**src/rtl/uart_host.sv**
```systemverilog
// uart_host: bus initiator for the UART responder.
// A user-side byte stream is turned into paced write cycles, and responder
// data_ready is turned into read cycles. Both directions are buffered in
// show-ahead FIFOs so plain valid/ready logic can drive the UART.

module uart_host_fifo #(
    parameter int AW = 4
) (
    input  logic          I_clk,
    input  logic          I_rst_n,
    input  logic          I_push,
    input  logic [7:0]    I_wr_data,
    input  logic          I_pop,
    output logic [7:0]    O_rd_data,
    output logic [AW:0]   O_count,
    output logic          O_full,
    output logic          O_empty
);

    localparam int DEPTH = 1 << AW;
    localparam logic [AW:0] DEPTH_CNT = (AW + 1)'(DEPTH);

    logic [7:0]  mem [DEPTH];
    logic [AW:0] wr_ptr_reg;
    logic [AW:0] rd_ptr_reg;
    logic        do_push;
    logic        do_pop;

    // One extra pointer bit lets full and empty be told apart by subtraction.
    assign O_count   = wr_ptr_reg - rd_ptr_reg;
    assign O_full    = (O_count == DEPTH_CNT);
    assign O_empty   = (O_count == '0);
    assign do_push   = I_push && !O_full;
    assign do_pop    = I_pop && !O_empty;
    // Show-ahead: the head byte is visible without a read cycle.
    assign O_rd_data = mem[rd_ptr_reg[AW-1:0]];

    // Storage write; contents need no reset because pointers gate visibility.
    always_ff @(posedge I_clk) begin
        if (do_push) begin
            mem[wr_ptr_reg[AW-1:0]] <= I_wr_data;
        end
    end

    // Pointer update; simultaneous push and pop keeps the count unchanged.
    always_ff @(posedge I_clk) begin
        if (!I_rst_n) begin
            wr_ptr_reg <= '0;
            rd_ptr_reg <= '0;
        end else begin
            if (do_push) wr_ptr_reg <= wr_ptr_reg + 1'b1;
            if (do_pop)  rd_ptr_reg <= rd_ptr_reg + 1'b1;
        end
    end

endmodule

module uart_host #(
    parameter int FIFO_AW      = 4,
    parameter int GUARD_CYCLES = 418,
    parameter int ACK_TIMEOUT  = 15
) (
    input  logic               I_clk,
    input  logic               I_rst_n,
    input  logic               I_tx_valid,
    input  logic [7:0]         I_tx_data,
    output logic               O_tx_ready,
    output logic               O_rx_valid,
    output logic [7:0]         O_rx_data,
    input  logic               I_rx_ready,
    output logic               O_cyc,
    output logic               O_stb,
    output logic               O_we,
    output logic [7:0]         O_dat,
    input  logic               I_ack,
    input  logic [7:0]         I_dat,
    input  logic               I_data_ready,
    input  logic               I_busy_write,
    output logic [FIFO_AW:0]   O_tx_count,
    output logic [FIFO_AW:0]   O_rx_count,
    output logic               O_bus_err
);

    localparam int TW = (ACK_TIMEOUT > 1) ? $clog2(ACK_TIMEOUT + 1) : 1;
    localparam int CW = $clog2(GUARD_CYCLES + 4);
    localparam logic [TW-1:0] TMO_LAST   = TW'(ACK_TIMEOUT - 1);
    localparam logic [CW-1:0] HI_LAST    = CW'(3);
    localparam logic [CW-1:0] GUARD_LAST = CW'(GUARD_CYCLES - 1);

    typedef enum logic [2:0] {
        ST_IDLE, ST_RD, ST_RD_WAIT, ST_SETTLE, ST_WR, ST_WR_WAIT
    } state_t;

    typedef enum logic [1:0] {
        LK_IDLE, LK_WAIT_HI, LK_WAIT_LO, LK_GUARD
    } lock_t;

    state_t          state_reg, state_next;
    lock_t           lock_reg, lock_next;
    logic [CW-1:0]   lock_cnt_reg, lock_cnt_next;
    logic [TW-1:0]   tmo_reg, tmo_next;
    logic [7:0]      dat_reg, dat_next;
    logic            we_reg, we_next;
    logic [7:0]      rd_dat_reg, rd_dat_next;
    logic            bus_err_reg, bus_err_next;

    logic            tx_pop;
    logic            rx_push;
    logic            wr_abort;
    logic            tx_lock;
    logic [7:0]      tx_head;
    logic            tx_full, tx_empty;
    logic            rx_full, rx_empty;

    uart_host_fifo #(.AW(FIFO_AW)) u_tx_fifo (
        .I_clk     (I_clk),
        .I_rst_n   (I_rst_n),
        .I_push    (I_tx_valid),
        .I_wr_data (I_tx_data),
        .I_pop     (tx_pop),
        .O_rd_data (tx_head),
        .O_count   (O_tx_count),
        .O_full    (tx_full),
        .O_empty   (tx_empty)
    );

    uart_host_fifo #(.AW(FIFO_AW)) u_rx_fifo (
        .I_clk     (I_clk),
        .I_rst_n   (I_rst_n),
        .I_push    (rx_push),
        .I_wr_data (rd_dat_reg),
        .I_pop     (I_rx_ready),
        .O_rd_data (O_rx_data),
        .O_count   (O_rx_count),
        .O_full    (rx_full),
        .O_empty   (rx_empty)
    );

    assign O_tx_ready = !tx_full;
    assign O_rx_valid = !rx_empty;
    assign O_stb      = (state_reg == ST_RD) || (state_reg == ST_WR);
    assign O_cyc      = O_stb;
    assign O_we       = we_reg;
    assign O_dat      = dat_reg;
    assign O_bus_err  = bus_err_reg;
    assign tx_lock    = (lock_reg != LK_IDLE);

    // Bus sequencer state and held cycle attributes.
    always_ff @(posedge I_clk) begin
        if (!I_rst_n) begin
            state_reg   <= ST_IDLE;
            tmo_reg     <= '0;
            dat_reg     <= '0;
            we_reg      <= 1'b0;
            rd_dat_reg  <= '0;
            bus_err_reg <= 1'b0;
        end else begin
            state_reg   <= state_next;
            tmo_reg     <= tmo_next;
            dat_reg     <= dat_next;
            we_reg      <= we_next;
            rd_dat_reg  <= rd_dat_next;
            bus_err_reg <= bus_err_next;
        end
    end

    // Bus sequencer next state: reads win over writes, one cycle at a time.
    always_comb begin
        state_next   = state_reg;
        tmo_next     = tmo_reg;
        dat_next     = dat_reg;
        we_next      = we_reg;
        rd_dat_next  = rd_dat_reg;
        bus_err_next = bus_err_reg;
        tx_pop       = 1'b0;
        rx_push      = 1'b0;
        wr_abort     = 1'b0;
        case (state_reg)
            ST_IDLE: begin
                if (I_data_ready && !rx_full) begin
                    state_next = ST_RD;
                    we_next    = 1'b0;
                end else if (!tx_empty && !tx_lock && !I_busy_write) begin
                    // Latch the head now so O_dat is already valid while strobing.
                    state_next = ST_WR;
                    we_next    = 1'b1;
                    dat_next   = tx_head;
                    tx_pop     = 1'b1;
                end
            end
            ST_RD: begin
                tmo_next   = '0;
                state_next = ST_RD_WAIT;
            end
            ST_RD_WAIT: begin
                if (I_ack) begin
                    rd_dat_next = I_dat;
                    state_next  = ST_SETTLE;
                end else if (tmo_reg == TMO_LAST) begin
                    bus_err_next = 1'b1;
                    state_next   = ST_IDLE;
                end else begin
                    tmo_next = tmo_reg + 1'b1;
                end
            end
            ST_SETTLE: begin
                // The captured byte lands here while data_ready clears.
                rx_push    = 1'b1;
                state_next = ST_IDLE;
            end
            ST_WR: begin
                tmo_next   = '0;
                state_next = ST_WR_WAIT;
            end
            ST_WR_WAIT: begin
                if (I_ack) begin
                    state_next = ST_IDLE;
                end else if (tmo_reg == TMO_LAST) begin
                    bus_err_next = 1'b1;
                    wr_abort     = 1'b1;
                    state_next   = ST_IDLE;
                end else begin
                    tmo_next = tmo_reg + 1'b1;
                end
            end
            default: state_next = ST_IDLE;
        endcase
    end

    // TX pacing state: holds off further writes until the responder is free.
    always_ff @(posedge I_clk) begin
        if (!I_rst_n) begin
            lock_reg     <= LK_IDLE;
            lock_cnt_reg <= '0;
        end else begin
            lock_reg     <= lock_next;
            lock_cnt_reg <= lock_cnt_next;
        end
    end

    // TX pacing next state: busy rise, busy fall, then a guard gap.
    always_comb begin
        lock_next     = lock_reg;
        lock_cnt_next = lock_cnt_reg;
        if (wr_abort) begin
            lock_next     = LK_IDLE;
            lock_cnt_next = '0;
        end else begin
            case (lock_reg)
                LK_IDLE: begin
                    if (state_reg == ST_WR) begin
                        lock_next     = LK_WAIT_HI;
                        lock_cnt_next = '0;
                    end
                end
                LK_WAIT_HI: begin
                    if (I_busy_write) begin
                        lock_next = LK_WAIT_LO;
                    end else if (lock_cnt_reg == HI_LAST) begin
                        // Busy never showed; fall back to the guard alone.
                        lock_next     = LK_GUARD;
                        lock_cnt_next = '0;
                    end else begin
                        lock_cnt_next = lock_cnt_reg + 1'b1;
                    end
                end
                LK_WAIT_LO: begin
                    if (!I_busy_write) begin
                        lock_next     = LK_GUARD;
                        lock_cnt_next = '0;
                    end
                end
                LK_GUARD: begin
                    if (lock_cnt_reg == GUARD_LAST) begin
                        lock_next     = LK_IDLE;
                        lock_cnt_next = '0;
                    end else begin
                        lock_cnt_next = lock_cnt_reg + 1'b1;
                    end
                end
                default: lock_next = LK_IDLE;
            endcase
        end
    end

endmodule

```
**config.mk**
```make
export PLATFORM = sky130hd
export DESIGN_NAME = uart_host
export DESIGN_NICKNAME = d
export VERILOG_FILES = /design/src/rtl/uart_host.sv
export SDC_FILE = /design/constraint.sdc
export NUM_CORES = 1
export LEC_CHECK = 0
export BUFFER_PORTS_ARGS = -buffer_cell sky130_fd_sc_hd__clkbuf_2
export CAP_MARGIN = 20
export CORE_ASPECT_RATIO = 1.5
export CORE_MARGIN = 2
export CORE_UTILIZATION = 50
export DETAILED_ROUTE_END_ITERATION = 10
export PLACE_DENSITY = 0.67
export SLEW_MARGIN = 20
export SYNTH_ARGS = -nofsm -noshare
export SYNTH_HDL_FRONTEND = slang
export SYNTH_HIERARCHICAL = 1
export SYNTH_SLANG_ARGS = --single-unit
export TNS_END_PERCENT = 10
```
**constraint.sdc**
```tcl
create_clock -name I_clk -period 5.4 [get_ports I_clk]
set_clock_uncertainty 0.15 [all_clocks]
set_input_delay 1.08 -clock I_clk [delete_from_list [all_inputs] [get_ports I_clk]]
set_output_delay 1.08 -clock I_clk [all_outputs]
set_load 0.02 [all_outputs]
```
* After elaboration in Yosys (flattened, before gate mapping) *
Memories as Yosys holds them, arrays and structs flattened. A register that Yosys moved wholly into a read port is not among the register bits.
Cells that the tools add are included.

storage, ports and cells
  register bits after elaboration = 48
  memory bits (writable) = 256
  bits of input ports = 23
  output and inout port bits = 32
  logic and storage cells = 113
  memories kept = 2

memories
  memory         words  width  read ports  clocked after Yosys merged registers in  write ports  RTL line  text
  u_rx_fifo.mem  16     8      1           1                                        1            23        logic [7:0] mem [DEPTH];
  u_tx_fifo.mem  16     8      1           1                                        1            23

cells by class
  add/sub/neg operators = 8
  eq/ne operators = 21
  mux-type cells = 36
  bitwise operators = 3
  reductions and logical operators = 32

operators with widths
  operator               count
  $mux W9                5
  $pmux W9 S4            1
  $add A5 B1 Y5 const B  4
  $mux W4                4
  $mux W3                5
  $pmux W3 S5            1
  $mux W1                13
  $ne A2 B2 Y1 const B   6
  $reduce_and A3 Y1      4
  $eq A5 B5 Y1 const B   2
  $logic_not A5 Y1       2
  $mux W2                5
  $sub A5 B5 Y5          2
  $add A9 B1 Y9 const B  1
  $eq A9 B2 Y1 const B   1
  $eq A9 B9 Y1 const B   1
  $pmux W2 S4            1
  $pmux W4 S2            1
  $logic_and A1 B1 Y1    7
  $logic_not A1 Y1       7
  $eq A3 B2 Y1 const B   2
  $eq A3 B3 Y1 const B   2
  $ne A3 B3 Y1 const B   2
  $reduce_bool A2 Y1     3
  other kinds (12)       18

* Depth between registers and ports, before layout *
Gate-level depths: netlist of the first run.

  depth in word-level cells = 9
  mapped depth = 14

* By module *
The synthesis of the first run kept the hierarchy.

by module, submodules not included
  module                       instances  cells each  area an instance (sq um)  seq. area each (sq um)
  uart_host_fifo at u_tx_fifo  1          292         5,774.3                   4,124.0
  uart_host_fifo at u_rx_fifo  1          291         5,769.3                   4,124.0
  uart_host                    1          217         1,853.0                   720.7

* Least setup slack after synthesis of the first run *
OpenSTA, ideal clock, no wires.

  path type = flip-flop to output port
  from = register u_tx_fifo.wr_ptr_reg[0]
  to = output port O_tx_ready
  arrival = 2.131 ns
  slack = 2.039 ns
  stages on the path, launching flop included = 9
  cell sequence = dfxtp_1 inv_1 ha_1 inv_1 fa_1 nand3b_1 a211o_1 a211oi_4 inv_1

on the way
  cells in the longest elaborated chain, start to end = 3

ends and longest elaborated chain
  what                    RTL line  text
  start, declared         24        logic [AW:0] wr_ptr_reg;
  start signal, assigned  51        if (do_push) wr_ptr_reg <= wr_ptr_reg + 1'b1;
  $sub A5 B5 Y5           30        assign O_count = wr_ptr_reg - rd_ptr_reg;
  net O_tx_count[1]       79        output logic [FIFO_AW:0] O_tx_count,
  $eq A5 B5 Y1            31        assign O_full = (O_count == DEPTH_CNT);
  net tx_full             112       logic tx_full, tx_empty;
  $logic_not A1 Y1        139       assign O_tx_ready = !tx_full;
  end, declared           67        output logic O_tx_ready,

The timed path passes the listed nets, and every way through them passes these cells.

==> results of run 1 <==
==> Yosys cell counts, types with 3 or more instances <==
cell type / count
a21boi_0: 13
and3_1: 29
o21bai_1: 3
nand2_1: 46
nand4_1: 8
inv_1: 26
nand2b_1: 11
nor3b_1: 5
nor2_1: 20
dfxtp_1: 64
ha_1: 27
a21oi_1: 29
nand3b_1: 7
buf_2: 10
nor2b_1: 12
and2_1: 5
buf_1: 6
clkbuf_1: 17
xor2_1: 9
mux2i_1: 25
mux4_2: 80
or3_1: 14
or3b_1: 4
nor3_1: 4
edfxtp_1: 256
o21ai_0: 13
a211oi_1: 3
nand3_1: 11
o31ai_1: 4
==> cell usage in the layout, fill, tap and decap left out, types with 8 or more instances in the layout <==
master / Yosys / routed
edfxtp_1: 256 / 256
mux4_2: 80 / 80
dfxtp_1: 64 / 62
clkbuf_2: 0 / 54
nand2_1: 46 / 46
clkbuf_16: 0 / 30
a21oi_1: 29 / 29
and3_1: 29 / 29
ha_1: 27 / 27
inv_1: 26 / 26
mux2i_1: 25 / 25
nor2_1: 20 / 20
or3_1: 14 / 14
o21ai_0: 13 / 13
a21boi_0: 13 / 13
nor2b_1: 12 / 12
nand2b_1: 11 / 11
nand3_1: 11 / 11
xor2_1: 9 / 9
nand4_1: 8 / 8
clkinv_1: 0 / 8
buf_4: 1 / 8
==> cell type report <==
cell class | instances | area [um2]
sequential | 320 | 8970
clock inverter | 17 | 145
fill | 2016 | 11500
clock buffer | 37 | 777
timing repair buffer | 62 | 330
multi-input combinational | 416 | 4160
tap | 337 | 422
inverter | 28 | 105
==> worst max-delay path by stage <==
stage	slack [ns]	end	cells past startpoint	from
4_1_cts	1.18	O_rx_data[5]	4	flip-flop
3_5_place_dp	1.40	flip-flop	13	u_rx_fifo/wr_ptr_reg[0]
5_1_grt	1.0	flip-flop	13	u_rx_fifo/wr_ptr_reg[0]
2_1_floorplan	2.04	O_tx_ready	8	u_tx_fifo/wr_ptr_reg[0]
3_3_place_gp	1.57	flip-flop	12	u_rx_fifo/wr_ptr_reg[0]
6_report	1.26	O_rx_data[5]	4	flip-flop
==> where the power goes <==
| part | switching, W | leakage, nW | internal, W |
|---|---|---|---|
| logic | 0.000609 | 1.75 | 0.000514 |
| registers | 0.000115 | 2.88 | 0.00273 |
| clock network | 0.000849 | 0.442 | 0.00111 |
| total | 0.00157 | 5.07 | 0.00436 |
==> metrics by stage <==
step | total power, W | utilization, % | hold WS, ns | worst slack (ns)
2_1_floorplan | 0.00374 | - | 0.304 | 2.04
3_3_place_gp | 0.00402 | 53.0 | 0.315 | 1.57
3_5_place_dp | 0.00404 | 53.0 | 0.322 | 1.40
4_1_cts | 0.00601 | 56.5 | 0.333 | 1.18
5_1_grt | 0.00621 | 56.5 | 0.371 | 0.996
6_report | 0.00593 | 56.5 | 0.332 | 1.26
==> kinds of logic (layout without fill, tap and decap cells) <==
logic type | after synthesis | count (layout) | share of synthesized area [%]
simple gates | 184 | 184 | 7.66
flops | 320 | 320 | 66.9
mux | 105 | 105 | 15.3
buf+inv | 64 | 144 | 2.03
fa+ha+maj | 29 | 29 | 2.82
xor+xnor | 9 | 9 | 0.588
compound gates | 89 | 89 | 4.64
==> layer usage <==
metal | up-vias | part of all wire, % | GRT usage, %
li1 | 3271 | - | -
met1 | 3478 | 39 | 21.8
met2 | 127 | 56 | 33.9
met3 | 32 | 3.5 | 2.58
met4 | 0 | 1.9 | 4.82
met5 | - | 0 | 0
==> worst register-to-register path, cell delays in order (launching register included) <==
cell	delay, ns
dfxtp_1	0.40
inv_1	0.11
ha_1	0.21
inv_1	0.06
fa_1	0.44
nor3b_1	0.28
nand4b_1	0.25
a211oi_4	0.38
nand2b_1	0.24
nand3_1	0.53
inv_2	0.25
nand4_1	0.14
or3_1	0.35
a21boi_0	0.19
==> impl_results.md, run 1 <==
* WHS Endpoint: u_rx_fifo/wr_ptr_reg[4]
* Clk_lat worst skew at 0.55 ns
* Final setup viols at 0
* Slew HR at 31.9%
* Layout Nets at 910
* Die height at 204 um
* Hold Crit Depth at 2
* Fmax at 0.241 GHz
* Min-delay src: u_rx_fifo/wr_ptr_reg[4]
* Distinct cells, synth at 57
* H-tree depth at 1
* Die Area at 28,100 um2
* Dominant synthesized flop cell: edfxtp_1
* Avg Inst Size Synth at 16.7 um2
* ANT cells at 0
* Global route total overflow at 0
* Final min period at 4.14 ns
* DRC violations left at 0
* Slowest cell on the critical path: dfxtp_2
* Setup CP Type: flip-flop to primary output
* Max clock buf depth at 3
* Hold_buf cts at 0
* Worst R2R Start: u_rx_fifo/wr_ptr_reg[0]
* Initial Util at 50.8%
* Hold Crit Class: flip-flop to flip-flop
* Die Wd at 138 um
* RSZ-0062 raised after global routing: false
* Setup bufs post-CTS at 0
* Post-synthesis async set-or-reset flop share at 0%
* Post-synth top area share at 57.4%
* Critical path peak fanout at 19
* Register area share after synthesis at 66.9%
* Pre-Repair DR Iteration Count at 4
* Final TNS setup at 0 ns
* Crit path launch type: flip-flop
* Post-Route WL at 24,900 um
* Bufs and invs on worst path at 2
* Flops & latches, synth at 320
* Synth top area cells: edfxtp_1 57%, mux4_2 13%, dfxtp_1 9.6%
* Via count at 6,908
* Placed Cells at 1,163
* Status: complete, no violations
* Input/output buffers at 54
* Mapped cell area at 13,400 um2
* CTS tree: yes
* YS warnings at 6
* CP required at 4.17 ns
* CP Data Arrival Time at 2.91 ns
* CTS clock-pin slew for the worst setup and hold paths at 0.06 ns
* Post-route cell area at 14,900 um2
* Cts bufs inserted at 30
* Row count at 73
* Maximum VDD drop at 0.304 mV
* Critical path cell sequence: buf_4 > mux4_2 > mux4_2 > clkbuf_2
* Vias in the first global route at 6,979
* Initial antenna violation count at 0
* Reg2Reg Setup Slack at 1.33 ns
* Worst slew pin tran at 1.02 ns
* Pwr dens at 398 nW/um2
* Fraction of layout instances using a drive strength above 1 at 22.0%
* DR vias/cell at 5.68
* Synthesized netlist net count at 852
* Cell mode on critical path: mux4_2
* Mapped Cells at 800
* Most area-hungry cell type in the Yosys netlist: edfxtp_1
* CORE AREA at 26,400 um2
* First-pass GRT wire length at 38,900 um
* Max_cap viols at 0
* Gr usage total at 18.2%
* First-iteration detailed-routing DRC count at 350
* ANT nets after route at 0
* Fin crit share at 76.7%
* Leak Pwr at 5.07 nW
* Pins over their slew limit at 0
* Post-DR wirelength/cell at 20.4 um
* IO Pins at 55
* Largest net degree at the start of global routing at 43
* Post-synth EDFFs at 256
* Non-filler cells, final at 1,217
* Crit path max-delay family: multiplexers
* Number of cells upsized or downsized after cts at 0
* HPWL after detailed placement at 17,200 um
* Final hold vios at 0
* Synth-to-layout area growth at 11.3%
* Worst Reg-to-Reg Cells at 13
* CP peak stage delay at 0.80 ns
* Root buf cell: clkbuf_16
* Clock sinks at 320
* Routability congestion estimate from global placement at 0.791
* Crit. End Element: primary output
* DP Area at 14,000 um2
(Power assumes the default switching activity.)
==> inputs of run 2 (changes only) <==
==> constraint.sdc (replaced) <==
create_clock -name I_clk -period 4.3 [get_ports I_clk]
set_clock_uncertainty 0.15 [all_clocks]
set_input_delay 0.86 -clock I_clk [delete_from_list [all_inputs] [get_ports I_clk]]
set_output_delay 0.86 -clock I_clk [all_outputs]
set_load 0.02 [all_outputs]
==> impl_results.md, run 2 (synthesis results as in run 1) <==
* Final setup viols at 0
* Pins over their slew limit at 0
* Row count at 73
* Pre-CTS WS at 0.793 ns
* Worst slew pin tran at 0.929 ns
* Vias in the first global route at 7,076
* Setup CP Type: flip-flop to primary output
* Setup bufs post-CTS at 0
* CTS clock-pin slew for the worst setup and hold paths at 0.06 ns
* Pwr dens at 502 nW/um2
* H-tree depth at 1
* CP Data Arrival Time at 2.83 ns
* Sw power at 0.00198 W
* Final TNS setup at 0 ns
* Fin crit share at 89.4%
* Root buf cell: clkbuf_16
* Min Hold Slack at 0.332 ns
* Fmax at 0.260 GHz
* CTS tree: yes
* Clk_lat worst skew at 0.55 ns
* ANT cells at 0
* Flop pwr share at 47.2%
* Max_cap viols at 0
* First-iteration detailed-routing DRC count at 377
* CORE AREA at 26,400 um2
* Largest net degree at the start of global routing at 42
* Commonest non-fill, non-tap cell in the layout: edfxtp_1
* DRC violations left at 0
* HPWL after detailed placement at 17,100 um
* Die height at 204 um
* Cell Int Power at 0.00555 W
* Die Wd at 138 um
* Setup ws final at 0.455 ns
* Hold Crit Depth at 2
* Input/output buffers at 54
* Hold Crit Class: flip-flop to flip-flop
* Power share of the combinational group at 19.1%
* Commonest cells after routing, fill and taps aside: 256 x edfxtp_1, 80 x mux4_2, 62 x dfxtp_1
* Fraction of layout instances using a drive strength above 1 at 23.0%
* Pre-Repair DR Iteration Count at 5
* Filler cell count at 2,012
* Worst R2R Start: u_rx_fifo/wr_ptr_reg[0]
* CP required at 3.29 ns
* Final min period at 3.84 ns
* Clock sinks at 320
* Crit path launch type: flip-flop
* Crit. End Element: primary output
* Slew HR at 37.8%
* Cts bufs inserted at 29
* Final hold vios at 0
* Reg2Reg Setup Slack at 0.76 ns
* Min-delay src: u_rx_fifo/wr_ptr_reg[4]
* Leak Pwr at 5.13 nW
* Initial Util at 50.8%
* First-pass GRT wire length at 38,700 um
* Global route total overflow at 0
* Number of cells upsized or downsized after cts at 0
* Worst Reg-to-Reg Cells at 13
* Routability congestion estimate from global placement at 0.792
* Layout Nets at 916
* Post-DR wirelength/cell at 20.0 um
* Critical path peak fanout at 6
* IO Pins at 55
* Max clock buf depth at 3
* Post-Route WL at 24,500 um
* Status: complete, no violations
* Hold_buf cts at 0
* Synth-to-layout area growth at 11.9%
* Initial antenna violation count at 0
* Clk network pwr share at 33.7%
* RSZ-0062 raised after global routing: false
* Maximum VDD drop at 0.505 mV
* ANT nets after route at 0
* DR vias/cell at 5.63
* Die Area at 28,100 um2
* Gr usage total at 18.0%
* Via count at 6,894
* WHS Endpoint: u_rx_fifo/wr_ptr_reg[4]
* Sw Share at 26.3%
[run 2: changes by cell type in the layout (fill, tap and decap cells not counted), sizes merged]
cell,previous run,this run
buf,8,15
clkbuf,91,98
clkinv,12,7
clkinvlp,2,0
[run 2: area by class of cell]
type                    instances  area, um2  share of cell area (%)
clock inverters                10        114                   0.759
inverters                      28        105                   0.701
well taps                     337        422                    2.81
flip-flops and latches        320       8970                    59.8
clock buffers                  44        832                    5.55
repair buffers                 69        395                    2.64
multi-input cells             416       4160                    27.7
[run 2: how the worst max path moves through the flow]
stage / start / to / slack (ns) / cells after the start
finish: u_tx_fifo/wr_ptr_reg[0] / O_tx_ready / 0.46 / 9
global route: u_tx_fifo/wr_ptr_reg[0] / O_tx_ready / 0.23 / 9
CTS: u_tx_fifo/wr_ptr_reg[0] / O_tx_ready / 0.43 / 9
detailed placement: u_rx_fifo/wr_ptr_reg[0] / flip-flop / 0.79 / 13
global placement: u_rx_fifo/wr_ptr_reg[0] / flip-flop / 0.88 / 13
floorplan: u_tx_fifo/wr_ptr_reg[0] / u_tx_fifo/mem[11][0] / 0.99 / 9
[run 2: critical path, stage by stage, from the launching register on]
cell	delay (ns)
dfxtp_1	0.39
inv_1	0.11
ha_1	0.22
inv_1	0.07
fa_1	0.46
nor3b_1	0.21
nand4b_1	0.22
a211oi_4	0.40
inv_1	0.07
clkbuf_2	0.16
[run 2: through the flow]
stage                     util, %  power (W)  cell area, um2  cells
after global routing         56.8    0.00787           15000   1224
after floorplan                 -    0.00470           13400    800
after CTS                    56.8    0.00762           15000   1224
after global placement       53.2    0.00507           14000   1170
final                        56.8    0.00753           15000   1224
after detailed placement     53.2    0.00508           14000   1170
[run 2: power by group through the flow]
stage	registers [W]	clock network, W	logic [W]
2_1_floorplan	0.00357	0	0.00113
3_3_place_gp	0.00362	0	0.00145
6_report	0.00355	0.00254	0.00144
4_1_cts	0.00356	0.00261	0.00146
3_5_place_dp	0.00362	0	0.00145
5_1_grt	0.00357	0.00273	0.00156
[run 2: layer usage]
layer / wire [um] / vias to the layer above / global-route usage, %
li1: - / 3267 / -
met2: 13900 / 116 / 34.9
met3: 787 / 28 / 2.36
met1: 9500 / 3483 / 20.8
met5: 0 / - / 0
met4: 350 / 0 / 3.83
